===== src/rtl/alu_op_sequencer.sv =====
// Clocked request/response front end for a combinational 16-bit ALU.
// Registers operands, waits a fixed settle time, captures result into acc.
module alu_op_sequencer #(
  parameter int DATA_W        = 16,
  parameter int RES_W         = 32,
  parameter int SETTLE_CYCLES = 2
) (
  input  logic              clk,
  input  logic              rst_n,
  input  logic              req_valid,
  output logic              req_ready,
  input  logic [DATA_W-1:0] req_a,
  input  logic [DATA_W-1:0] req_b,
  input  logic [3:0]        req_cmd,
  input  logic              req_use_acc,
  input  logic              acc_clear,
  output logic [DATA_W-1:0] alu_a,
  output logic [DATA_W-1:0] alu_b,
  output logic [3:0]        alu_cmd,
  input  logic [RES_W-1:0]  alu_result,
  input  logic [1:0]        alu_error,
  output logic              rsp_valid,
  input  logic              rsp_ready,
  output logic [RES_W-1:0]  rsp_result,
  output logic [1:0]        rsp_error,
  output logic              rsp_illegal,
  output logic [RES_W-1:0]  acc,
  output logic              busy
);

  localparam int CNT_W =
    (SETTLE_CYCLES > 1) ? $clog2(SETTLE_CYCLES) : 1;
  localparam logic [CNT_W-1:0] CNT_INIT =
    CNT_W'(SETTLE_CYCLES - 1);

  typedef enum logic [1:0] {
    IDLE   = 2'd0,
    SETTLE = 2'd1,
    RESP   = 2'd2
  } state_t;

  state_t           state_q;
  state_t           state_d;
  logic [CNT_W-1:0] cnt_q;

  logic             legal;
  logic             accept;
  logic             take_ok;
  logic             take_bad;
  logic             capture;
  logic             cnt_dec;
  logic [DATA_W-1:0] op_a;

  assign legal    = (req_cmd <= 4'd4);
  assign accept   = req_valid && req_ready;
  assign take_ok  = accept && legal;
  assign take_bad = accept && !legal;
  assign capture  = (state_q == SETTLE) && (cnt_q == '0);
  assign cnt_dec  = (state_q == SETTLE) && (cnt_q != '0);

  // Pre-edge acc is used even when acc_clear fires on the same edge.
  assign op_a = req_use_acc ? acc[DATA_W-1:0] : req_a;

  assign req_ready = (state_q == IDLE);
  assign rsp_valid = (state_q == RESP);
  assign busy      = (state_q != IDLE);

  always_comb begin
    state_d = state_q;
    unique case (state_q)
      IDLE: begin
        if (accept) begin
          state_d = legal ? SETTLE : RESP;
        end
      end
      SETTLE: begin
        if (cnt_q == '0) begin
          state_d = RESP;
        end
      end
      RESP: begin
        if (rsp_ready) begin
          state_d = IDLE;
        end
      end
      default: state_d = IDLE;
    endcase
  end

  always_ff @(posedge clk or negedge rst_n) begin
    if (!rst_n) begin
      state_q <= IDLE;
    end else begin
      state_q <= state_d;
    end
  end

  always_ff @(posedge clk or negedge rst_n) begin
    if (!rst_n) begin
      alu_a   <= '0;
      alu_b   <= '0;
      alu_cmd <= '0;
      cnt_q   <= '0;
    end else begin
      unique case (1'b1)
        take_ok: begin
          alu_a   <= op_a;
          alu_b   <= req_b;
          alu_cmd <= req_cmd;
          cnt_q   <= CNT_INIT;
        end
        cnt_dec: begin
          cnt_q <= cnt_q - CNT_W'(1);
        end
        default: ;
      endcase
    end
  end

  always_ff @(posedge clk or negedge rst_n) begin
    if (!rst_n) begin
      rsp_result  <= '0;
      rsp_error   <= '0;
      rsp_illegal <= 1'b0;
    end else begin
      unique case (1'b1)
        take_bad: begin
          rsp_result  <= '0;
          rsp_error   <= '0;
          rsp_illegal <= 1'b1;
        end
        capture: begin
          rsp_result  <= alu_result;
          rsp_error   <= alu_error;
          rsp_illegal <= 1'b0;
        end
        default: ;
      endcase
    end
  end

  // Divide-by-zero keeps the last good value; overflow still updates.
  always_ff @(posedge clk or negedge rst_n) begin
    if (!rst_n) begin
      acc <= '0;
    end else if (acc_clear) begin
      acc <= '0;
    end else if (capture && !alu_error[1]) begin
      acc <= alu_result;
    end
  end

endmodule


===== config.mk =====
export PLATFORM = sky130hd
export DESIGN_NAME = alu_op_sequencer
export DESIGN_NICKNAME = d
export VERILOG_FILES = /design/src/rtl/alu_op_sequencer.sv
export SDC_FILE = /design/constraint.sdc
export NUM_CORES = 1
export LEC_CHECK = 0
export CAP_MARGIN = 5
export CELL_PAD_IN_SITES_DETAIL_PLACEMENT = 1
export CELL_PAD_IN_SITES_GLOBAL_PLACEMENT = 2
export CORE_UTILIZATION = 24
export CTS_BUF_LIST = sky130_fd_sc_hd__clkbuf_2
export CTS_CLUSTER_SIZE = 28
export DETAILED_ROUTE_END_ITERATION = 10
export MAX_ROUTING_LAYER = met4
export PLACE_DENSITY = 0.83
export SLEW_MARGIN = 20
export SYNTH_ARGS = -nofsm -noshare
export SYNTH_HDL_FRONTEND = slang
export SYNTH_SLANG_ARGS = --single-unit
export TNS_END_PERCENT = 30

===== constraint.sdc =====
create_clock -name clk -period 1.5 [get_ports clk]
set_input_delay 0.45 -clock clk [delete_from_list [all_inputs] [get_ports clk]]
set_output_delay 0.45 -clock clk [all_outputs]
set_load 0.02 [all_outputs]

==> results of run 1 <==
## layer usage
metal	share of wire	vias to the layer above	routed length (microns)	track usage
li1	-	1806	-	-
met1	0.41	1945	6130	0.184
met2	0.53	101	8020	0.288
met3	0.039	18	590	0.0250
met4	0.017	0	255	0.0611
met5	0	-	0	-
## state kept, by name, summed over array words and instances, names as in the netlist
register	count
cnt_q	1
rsp_illegal	1
acc	32
alu_b	16
alu_a	16
rsp_error	2
state_q	2
alu_cmd	4
rsp_result	32
## worst max path at each step
stage,end,slack [ns],cells after the start
global placement,alu_b[0],-0.44,5
CTS,busy,-0.49,4
finish,busy,-0.38,4
floorplan,alu_a[0],-0.04,5
detailed placement,alu_cmd[0],-0.52,5
global route,busy,-0.53,4
## power by group
part	switching, mW	internal, mW	total [mW]
logic	2.78	3.33	6.11
registers	0.734	3.78	4.52
clock network	0.997	0.213	1.21
total	4.51	7.32	11.8
## cell type report
type                    count  area (sq um)
well taps                 229           287
clock inverters             7          45.0
multi-input cells         264          1640
repair buffers            262          2590
clock buffers               9          45.0
fillers                  1956         10700
flip-flops and latches    106          2650
inverters                   3          11.3
## kinds of logic after synthesis
| family | share of synthesized area |
|---|---|
| buffers and inverters | 0.0369 |
| AND/OR/NAND/NOR | 0.131 |
| AO/OA/AOI/OAI | 0.0849 |
| flip-flops | 0.602 |
| multiplexers | 0.145 |
## stage by stage
| stage | TNS (ns) | instances | setup slack, ns | total power, mW | hold WS (ns) |
|---|---|---|---|---|---|
| 6_report | -22.67 | 880 | -0.383 | 11.8 | 0.211 |
| 5_1_grt | -40.46 | 880 | -0.526 | 12.5 | 0.137 |
| 4_1_cts | -34.56 | 862 | -0.488 | 11.4 | 0.113 |
| 3_5_place_dp | -45.80 | 823 | -0.516 | 9.86 | 0.338 |
| 3_3_place_gp | -39.59 | 823 | -0.435 | 9.62 | 0.331 |
| 2_1_floorplan | -0.626 | 399 | -0.0356 | 6.83 | 0.154 |
## what timing repair did
action / in CTS / in global routing
endpoints found under the setup margin: 208 / 208
pin swaps: 1 / 0
hold buffers: 1 / 0
setup buffers: 22 / 18
endpoints found under the hold margin: 106 / 0
gates resized for setup: 564 / 60
## Yosys cell counts (all sizes together)
cell type | n | share of area
nand2 | 131 | 0.11
o21a | 1 | 0.0017
nor2b | 1 | 0.0014
clkbuf | 9 | 0.0077
o21ai | 36 | 0.041
nand4bb | 1 | 0.0026
nor2 | 2 | 0.0023
nor4b | 1 | 0.0034
a211o | 1 | 0.0020
buf | 17 | 0.027
nor3b | 1 | 0.0028
mux2 | 51 | 0.14
and2 | 1 | 0.0014
a21oi | 32 | 0.036
or4b | 1 | 0.0023
a21o | 1 | 0.0017
or3b | 1 | 0.0020
inv | 3 | 0.0026
dfrtp | 106 | 0.60
o211a | 1 | 0.0023
nand3b | 1 | 0.0017
==> impl_metrics.env, run 1 <==
export IMPL_layout_cells_most_common_list="nand2_1, dfrtp_1, buf_6, clkdlybuf4s50_1, buf_4"
export IMPL_stdcell_area_sq_mm=0.00727
export IMPL_drc_errors=0
export IMPL_failing_checks="setup timing"
export IMPL_worstPathBufferInverterCount=3
export IMPL_synth_seq_area_share=0.602
export IMPL_grt_antenna_before_repair=0
export IMPL_std_cell_rows=49
export IMPL_cts_clk_slew_worst_paths_ns=0.31
export IMPL_first_global_vias=4268
export IMPL_flow_area_growth_from_synthesis_pct=65.0
export IMPL_post_syn_area_sq_mm=0.00441
export IMPL_floorplan_initialDensity=0.245
export IMPL_antennaDiodeCount=0
export IMPL_p_leak_nw=3.42
export IMPL_grt_start_max_net_pins=44
export IMPL_fmaxAchievable_ghz=0.531
export IMPL_die_area_sq_mm=0.0189
export IMPL_final_max_slew_viol_count=0
export IMPL_timing_rr_start="state_q[1]"
export IMPL_drt_first_pass_iters=4
export IMPL_worst_setup_path_startpoint="state_q[1]"
export IMPL_setup_ws_ns=-0.383
export IMPL_cts_root_buffer_cell="clkbuf_2"
export IMPL_final_common_cell="nand2_1"
export IMPL_critPathMaxStageDelay_ns=0.47
export IMPL_cp_common_cell="buf_6"
export IMPL_ys_seq_elements=106
export IMPL_period_share=1.26
export IMPL_synthesized_area_per_cell_sq_um=11.0
export IMPL_grt_usage=0.162
export IMPL_setup_worst_path_end_class="primary output"
export IMPL_slowest_stage="dfrtp_1"
export IMPL_clock_skew_ns=0.0358
export IMPL_grt_first_pass_wirelength_microns=22400
export IMPL_worstRegToRegCells=6
export IMPL_postSynthCellCount=399
export IMPL_hold_viol=0
export IMPL_number_of_distinct_library_cells_after_synthesis=27
export IMPL_die_y_microns=138
export IMPL_initial_drt_markers=93
export IMPL_detail_route_wirelength_microns=15000
export IMPL_clock_tree_buffer_depth=2
export IMPL_normalized_max_slew_margin=0.793
export IMPL_setup_repair_after_global_routing_missed_its_margin="yes"
export IMPL_globalRoute_totalOverflow=0
export IMPL_cp_cell_sequence="buf_6 -> nor2_4 -> inv_2 -> buf_6"
export IMPL_share_of_final_layout_standard_cells_stronger_than_drive_strength_1=0.399
export IMPL_route_vias_total=3870
export IMPL_synth_fp_nets=475
export IMPL_tritoncts="yes"
export IMPL_worstPathArrival_ns=1.43
export IMPL_finalSetupViolCount=190
export IMPL_io_buffer_count=181
export IMPL_tritoncts_num_buffers=9
export IMPL_timing_critical_path_fanout_max=3
export IMPL_postPlaceCellArea_sq_mm=0.00678
export IMPL_worst_r2r_setup_slack_ns=-0.18
export IMPL_dieWidth_microns=138
export IMPL_crit_family="flip-flops"
export IMPL_timing_rr_end="acc[4]"
export IMPL_number_of_routed_nets_with_antenna_violations=0
export IMPL_p_per_area_mw_per_mm2=1630
export IMPL_worstHoldPathType="input pin to asynchronous set/reset pin"
export IMPL_yosysWarnings=0
export IMPL_place_congestion=0.741
export IMPL_numClockSinks=106
export IMPL_finalCriticalPeriod_ns=1.88
export IMPL_floorplan_io_pins=182
export IMPL_criticalPathCategory="flip-flop to primary output"
export IMPL_worst_setup_path_start_kind="flip-flop"
export IMPL_core_area_sq_mm=0.0180
export IMPL_outcome="complete, but fails checks"
export IMPL_clock_tree_htree_level_count=3
export IMPL_critical_path_required_ns=1.05
export IMPL_max_cap_violations=0
export IMPL_vdd_drop_max_v=0.000737
export IMPL_route_detailed_vias_per_inst=4.40
export IMPL_num_nets_final=722
export IMPL_final_core_utilization=0.405
export IMPL_wl_cell_microns=17.0
export IMPL_worst_skew_pair_late_latency_ns=0.60
export IMPL_worst_slew_pin_transition_ns=0.311
export IMPL_hpwl_microns=10800
No activity file was read; power rests on OpenSTA's default activity.
==> run 2, diff against run 1 <==
SLEW_MARGIN = unset   (was 20)
==> results of run 2 <==
The final DEF is identical to that of run 1; final timing and power are the same.
==> run 3, diff against run 2 <==
CAP_MARGIN = unset   (was 5)
==> results of run 3 <==
The final DEF is identical to that of run 1; final timing and power are the same.
==> edit 1, RTL diff (settings of run 2) <==
Change the parameter `DATA_W` from 16 to 32.
--- a/src/rtl/alu_op_sequencer.sv
+++ b/src/rtl/alu_op_sequencer.sv
@@ -1,7 +1,7 @@
 // Clocked request/response front end for a combinational 16-bit ALU.
 // Registers operands, waits a fixed settle time, captures result into acc.
 module alu_op_sequencer #(
-  parameter int DATA_W        = 16,
+  parameter int DATA_W        = 32,
   parameter int RES_W         = 32,
   parameter int SETTLE_CYCLES = 2
 ) (
Ports: changed (resized alu_a, alu_b, req_a and req_b); port bits go from 182 to 246. No check against the original RTL was run, so the function may have changed too.
==> edit 1 against run 2 <==
The flow still finishes with violations (setup timing); synthesized area grew 32%; worst hold slack lost 0.065 ns; power grew 37%; sequential power grew 33%; cell area grew 32%; die area grew 31%; global-route usage grew 0.54 points; sequential cell count grew 32; routed wire length grew 32%; setup slack lost 0.16 ns.
==> edit 1: results (changes against run 2) <==
- GRT met1 Usage: 19.78% (+1.4 points)
- Seq/Total Area, Yosys: 59.50% (-0.70 points)
- Async set-reset flop share out of synthesis: 100.0% (unchanged)
- Ys Warns: 0 (unchanged)
- Arr. time, crit path: 1.60 ns (+0.17 ns)
- First drt pass iteration count: 4 (unchanged)
- Ys flop type: dfrtp_1
- Outcome: finished, violations left
- Commonest cells post-synth: dfrtp_1, nand2_1, mux2_2
- Hold slack: 0.1469 ns (-0.06452 ns)
- P_sw: 6.036 mW (+34%)
- First-pass GRT wire length: 30090 µm (+34%)
- Max rail drop VDD: 0.0007984 V (+8.4%)
- Final layout net count: 912 (+26%)
- Final GP Congestion: 0.7736 (+4.4%)
- Post-DR wirelength/cell: 17.47 µm (+2.5%)
- GR Util All Layers: 16.78% (+0.54 points)
- Clk_skew: 0.05260 ns (+0.01683 ns)
- Clk Latency, worst-skew pair: 0.71 ns (+0.11 ns)
- H-tree depth: 4 (+1)
- Failing checks: setup timing
- Critical Path Fanout Max: 3 (unchanged)
- Met3 Usage GRT: 4.653% (+2.2 points)
- Root Driver: clkbuf_2
- Worst rel slew slack: 69.67% (-9.6 points)
- Synth cell types: 25 (-7.4%)
- Placed insts: 1071 (+30%)
- Met2 GRT Util: 27.12% (-1.6 points)
- Synth area leaders: dfrtp_1, mux2_2, nand2_1, o21ai_0, a21oi_1
- DR iter-0 viols: 106 (+14%)
- Setup TNS: -40.53 ns (-17.86 ns)
- Finish-stage setup viols: 240 (+26%)
- Vias in the first global route: 5388 (+26%)
- I/O Buffers: 245 (+35%)
- Initial antenna violation count: 1 (+1)
- Vias per cell: 4.306 (-2.1%)
- TritonCTS Buffers: 17 (+8)
- Mapped Cells: 486 (+22%)
- Worst-path clk slew: 0.24 ns (-0.07 ns)
- DPL Wire Length: 14380 µm (+33%)
- Post-synthesis net count: 594 (+25%)
- Vias post-DR: 4887 (+26%)
- DP Area: 0.008935 mm² (+32%)
- Largest net degree at the start of global routing: 51 (+16%)
- R2R Setup Slk: -0.16 ns (+0.02 ns)
- Min setup slack post-route: -0.5470 ns (-0.1642 ns)
- Detail Route Antenna Nets: 0 (unchanged)
- Share of post-route cells with drive strength above 1: 45.40% (+5.5 points)
- Dpl ws: -0.6416 ns (-0.1254 ns)
- Hold Path Class: primary input to asynchronous set/reset pin
- Clock tree buffer depth: 2 (unchanged)
- Leak pwr: 4.424 nW (+29%)
edit 1: cell types whose count changed in the layout (fill, tap and decap cells not counted), moves of 4 or more:
| cell | run 2 | this run |
|---|---|---|
| mux2_2 | 34 | 99 |
| clkdlybuf4s50_1 | 74 | 105 |
| dfrtp_1 | 106 | 137 |
| buf_6 | 100 | 126 |
| o21ai_0 | 34 | 16 |
| mux2_4 | 17 | 0 |
| o21ai_1 | 2 | 17 |
| buf_2 | 12 | 21 |
| clkbuf_2 | 9 | 17 |
| a21oi_1 | 32 | 28 |
| a21oi_2 | 0 | 4 |
| bufinv_16 | 0 | 4 |
edit 1: per-layer routing:
layer	part of all wire, %	routed length [µm]	up-vias
met5	0	0	-
met4	2.0	391	0
met3	6.3	1249	20
met2	49	9800	168
met1	42	8391	2436
li1	-	-	2263
edit 1: layout make-up:
cell class              count  area, µm²
diodes                      1      2.502
clock buffers              17      85.08
clock inverters            13      177.7
fillers                  2629      14050
inverters                   5      18.77
multi-input cells         311       2146
flip-flops and latches    138       3455
well taps                 319      399.1
repair buffers            331       3283
edit 1: worst paths after layout:
path                       cells after the start             to     startpoint
setup / recovery                               4           busy     state_q[0]
hold / removal                                 2   rsp_error[1]          rst_n
setup reg to reg                               6      alu_a[14]     state_q[0]
hold reg to reg                                1      alu_b[11]      alu_b[11]
max in group asynchronous                      3      alu_b[22]          rst_n
min in group clk                               3  rsp_result[0]  alu_result[0]
edit 1: cell families after synthesis:
family	after synthesis	share of synthesized area (%)
and+or+nand+nor	141	10.33
DFF	138	59.50
muxes	99	19.21
AOI/OAI and AO/OA	71	6.790
buffers and inverters	37	4.182
edit 1: timing repair:
item / in CTS / in global routing
gates cloned: 0 / 0
resized for setup: 739 / 84
endpoints found under the setup margin: 273 / 275
setup buffers: 21 / 11
hold buffers: 1 / 0
pin swaps: 1 / 6
endpoints found under the hold margin: 138 / 0
edit 1: power by group through the flow:
stage | registers, mW | clock network [mW] | logic, mW
finish | 6.02 | 2.51 | 7.64
global route | 6.19 | 2.77 | 8.12
CTS | 5.96 | 2.66 | 7.22
detailed placement | 5.90 | 0 | 7.30
global placement | 5.84 | 0 | 7.16
floorplan | 7.41 | 0 | 1.80
edit 1: critical path, stage by stage, from the launching register on:
cell and delay (ns):
dfrtp_1 0.46, buf_6 0.13, nor2_4 0.11, inv_2 0.05
buf_6 0.12
==> edit 2, RTL diff (settings of run 2) <==
Made on the original files. Encoding of `state_t`: now one-hot (3 bits for 3 states).
--- a/src/rtl/alu_op_sequencer.sv
+++ b/src/rtl/alu_op_sequencer.sv
@@ -33,10 +33,10 @@
   localparam logic [CNT_W-1:0] CNT_INIT =
     CNT_W'(SETTLE_CYCLES - 1);
 
-  typedef enum logic [1:0] {
-    IDLE   = 2'd0,
-    SETTLE = 2'd1,
-    RESP   = 2'd2
+  typedef enum logic [2:0] {
+    IDLE   = 3'b001,
+    SETTLE = 3'b010,
+    RESP   = 3'b100
   } state_t;
 
   state_t           state_q;
Behaviour: same outputs for any inputs over 4 cycles, from zero or initial values and one cycle with rst_n low; so few cycles prove little.
==> edit 2 against run 2 <==
The run still ends with setup timing left; first-iteration DRC count increased by 46%; synthesized area increased by 3.4%; routed wire length increased by 21%; setup slack got worse by 0.17 ns; sequential cell count increased by 1; power decreased by 12%; cell area increased by 7.7%; fmax decreased by 8.3%; synthesized cell count increased by 2.8%; largest cell class is now buffers.
==> edit 2: results (changes against run 2) <==
- Reg2reg end: acc[9]
- Mux share of post-synthesis cell area: 12.60% (-1.9 points)
- M1 WL: 7857 µm (+28%)
- DP Area: 0.006913 mm² (+2.0%)
- Vias post-DR: 4203 (+8.6%)
- GR Util All Layers: 16.82% (+0.58 points)
- Met3 Wirelength: 965 µm (+64%)
- Final layout net count: 725 (+0.42%)
- Ys Warns: 0 (unchanged)
- Compound-Gate Fraction of Synth Area: 11.89% (+3.4 points)
- Final WL: 18140 µm (+21%)
- Arr. time, crit path: 1.60 ns (+0.17 ns)
- Largest net degree at the start of global routing: 63 (+43%)
- CTS Hold Bufs: 1 (unchanged)
- First-pass GRT wire length: 24370 µm (+8.8%)
- Vias in the first global route: 4391 (+2.9%)
- Seq/Total Area, Yosys: 58.77% (-1.4 points)
- DR WL met2: 9010 µm (+12%)
- Leak pwr: 3.545 nW (+3.7%)
- Critical path endpoint: rsp_valid
- GRT met1 Usage: 20.00% (+1.6 points)
- Met3 Usage GRT: 3.613% (+1.1 points)
- Hold slack: 0.1595 ns (-0.05198 ns)
- # fillers: 2019 (+3.2%)
- R2R Setup Slk: -0.42 ns (-0.24 ns)
- Max rail drop VDD: 0.0005481 V (-26%)
- Internal power: 6.619 mW (-9.6%)
- Power share of the sequential group: 39.3% (+1.1 points)
- Synth area leaders: dfrtp_1, mux2_2, o21ai_0, nand2_1, nand3b_1
- Critical Path Fanout Max: 2 (-1)
- Commonest cells post-synth: dfrtp_1, nand2_1, o21ai_0
- Final GP Congestion: 0.8197 (+11%)
- Highest routed layer: met4
- I/O Buffers: 181 (unchanged)
- Post-synthesis net count: 486 (+2.3%)
- Min setup slack post-route: -0.5536 ns (-0.1708 ns)
- Finish-stage setup viols: 211 (+11%)
- Reg2Reg Depth: 8 (+2)
- Post-DR wirelength/cell: 20.43 µm (+20%)
- Syn avg cell area: 11.12 µm² (+0.66%)
- Biggest regs: acc x32, rsp_result x32
- Placed insts: 827 (+0.49%)
- Post-CTS setup buffers: 21 (-4.5%)
- Power share of the clock group: 14.6% (+4.4 points)
- XOR/XNOR share of the synthesized area: 0% (unchanged)
- Synth cell types: 26 (-3.7%)
- Post-CTS sizing: 622 (+10%)
- Dpl ws: -0.5957 ns (-0.07947 ns)
- Worst-path clk slew: 0.35 ns (+0.04 ns)
- Clk_skew: 0.04369 ns (+0.007918 ns)
- Met2 GRT Util: 28.08% (-0.68 points)
- Share of post-route cells with drive strength above 1: 43.58% (+3.6 points)
- Outcome: finished, violations left
- DR iter-0 viols: 136 (+46%)
- Slew @ Worst Pin: 0.3547 ns (+0.04357 ns)
- Clk Latency, worst-skew pair: 0.66 ns (+0.06 ns)
- Failing checks: setup timing
- DPL Wire Length: 11070 µm (+2.5%)
## edit 2: cell count changes in the layout (fill, tap and decap cells not counted), sizes merged, moves of 4 or more
cell and change:
o21ai +31, nand3b +32, nand2 -63, clkbuf +8
buf -10, clkinv -4
## edit 2: area by class of cell
cell class              count  area, µm²  area share [%]
clock buffers               9      45.04          0.5752
inverters                   1      3.754         0.04793
repair buffers            259       2731           34.88
well taps                 234      292.8           3.739
clock inverters             7      82.58           1.054
flip-flops and latches    107       2680           34.22
multi-input cells         271       1996           25.48
## edit 2: worst max-delay path, cell delays in order, from the launching register on
cell     delay [ns]
dfrtp_1        0.47
buf_4          0.14
nor3b_2        0.18
buf_4          0.17
## edit 2: through the flow
step / TNS [ns] / total power, mW
after floorplan: -11.27 / 5.705
after CTS: -49.08 / 9.778
after detailed placement: -49.80 / 7.901
final: -56.78 / 10.38
after global routing: -71.12 / 10.87
after global placement: -47.01 / 7.750
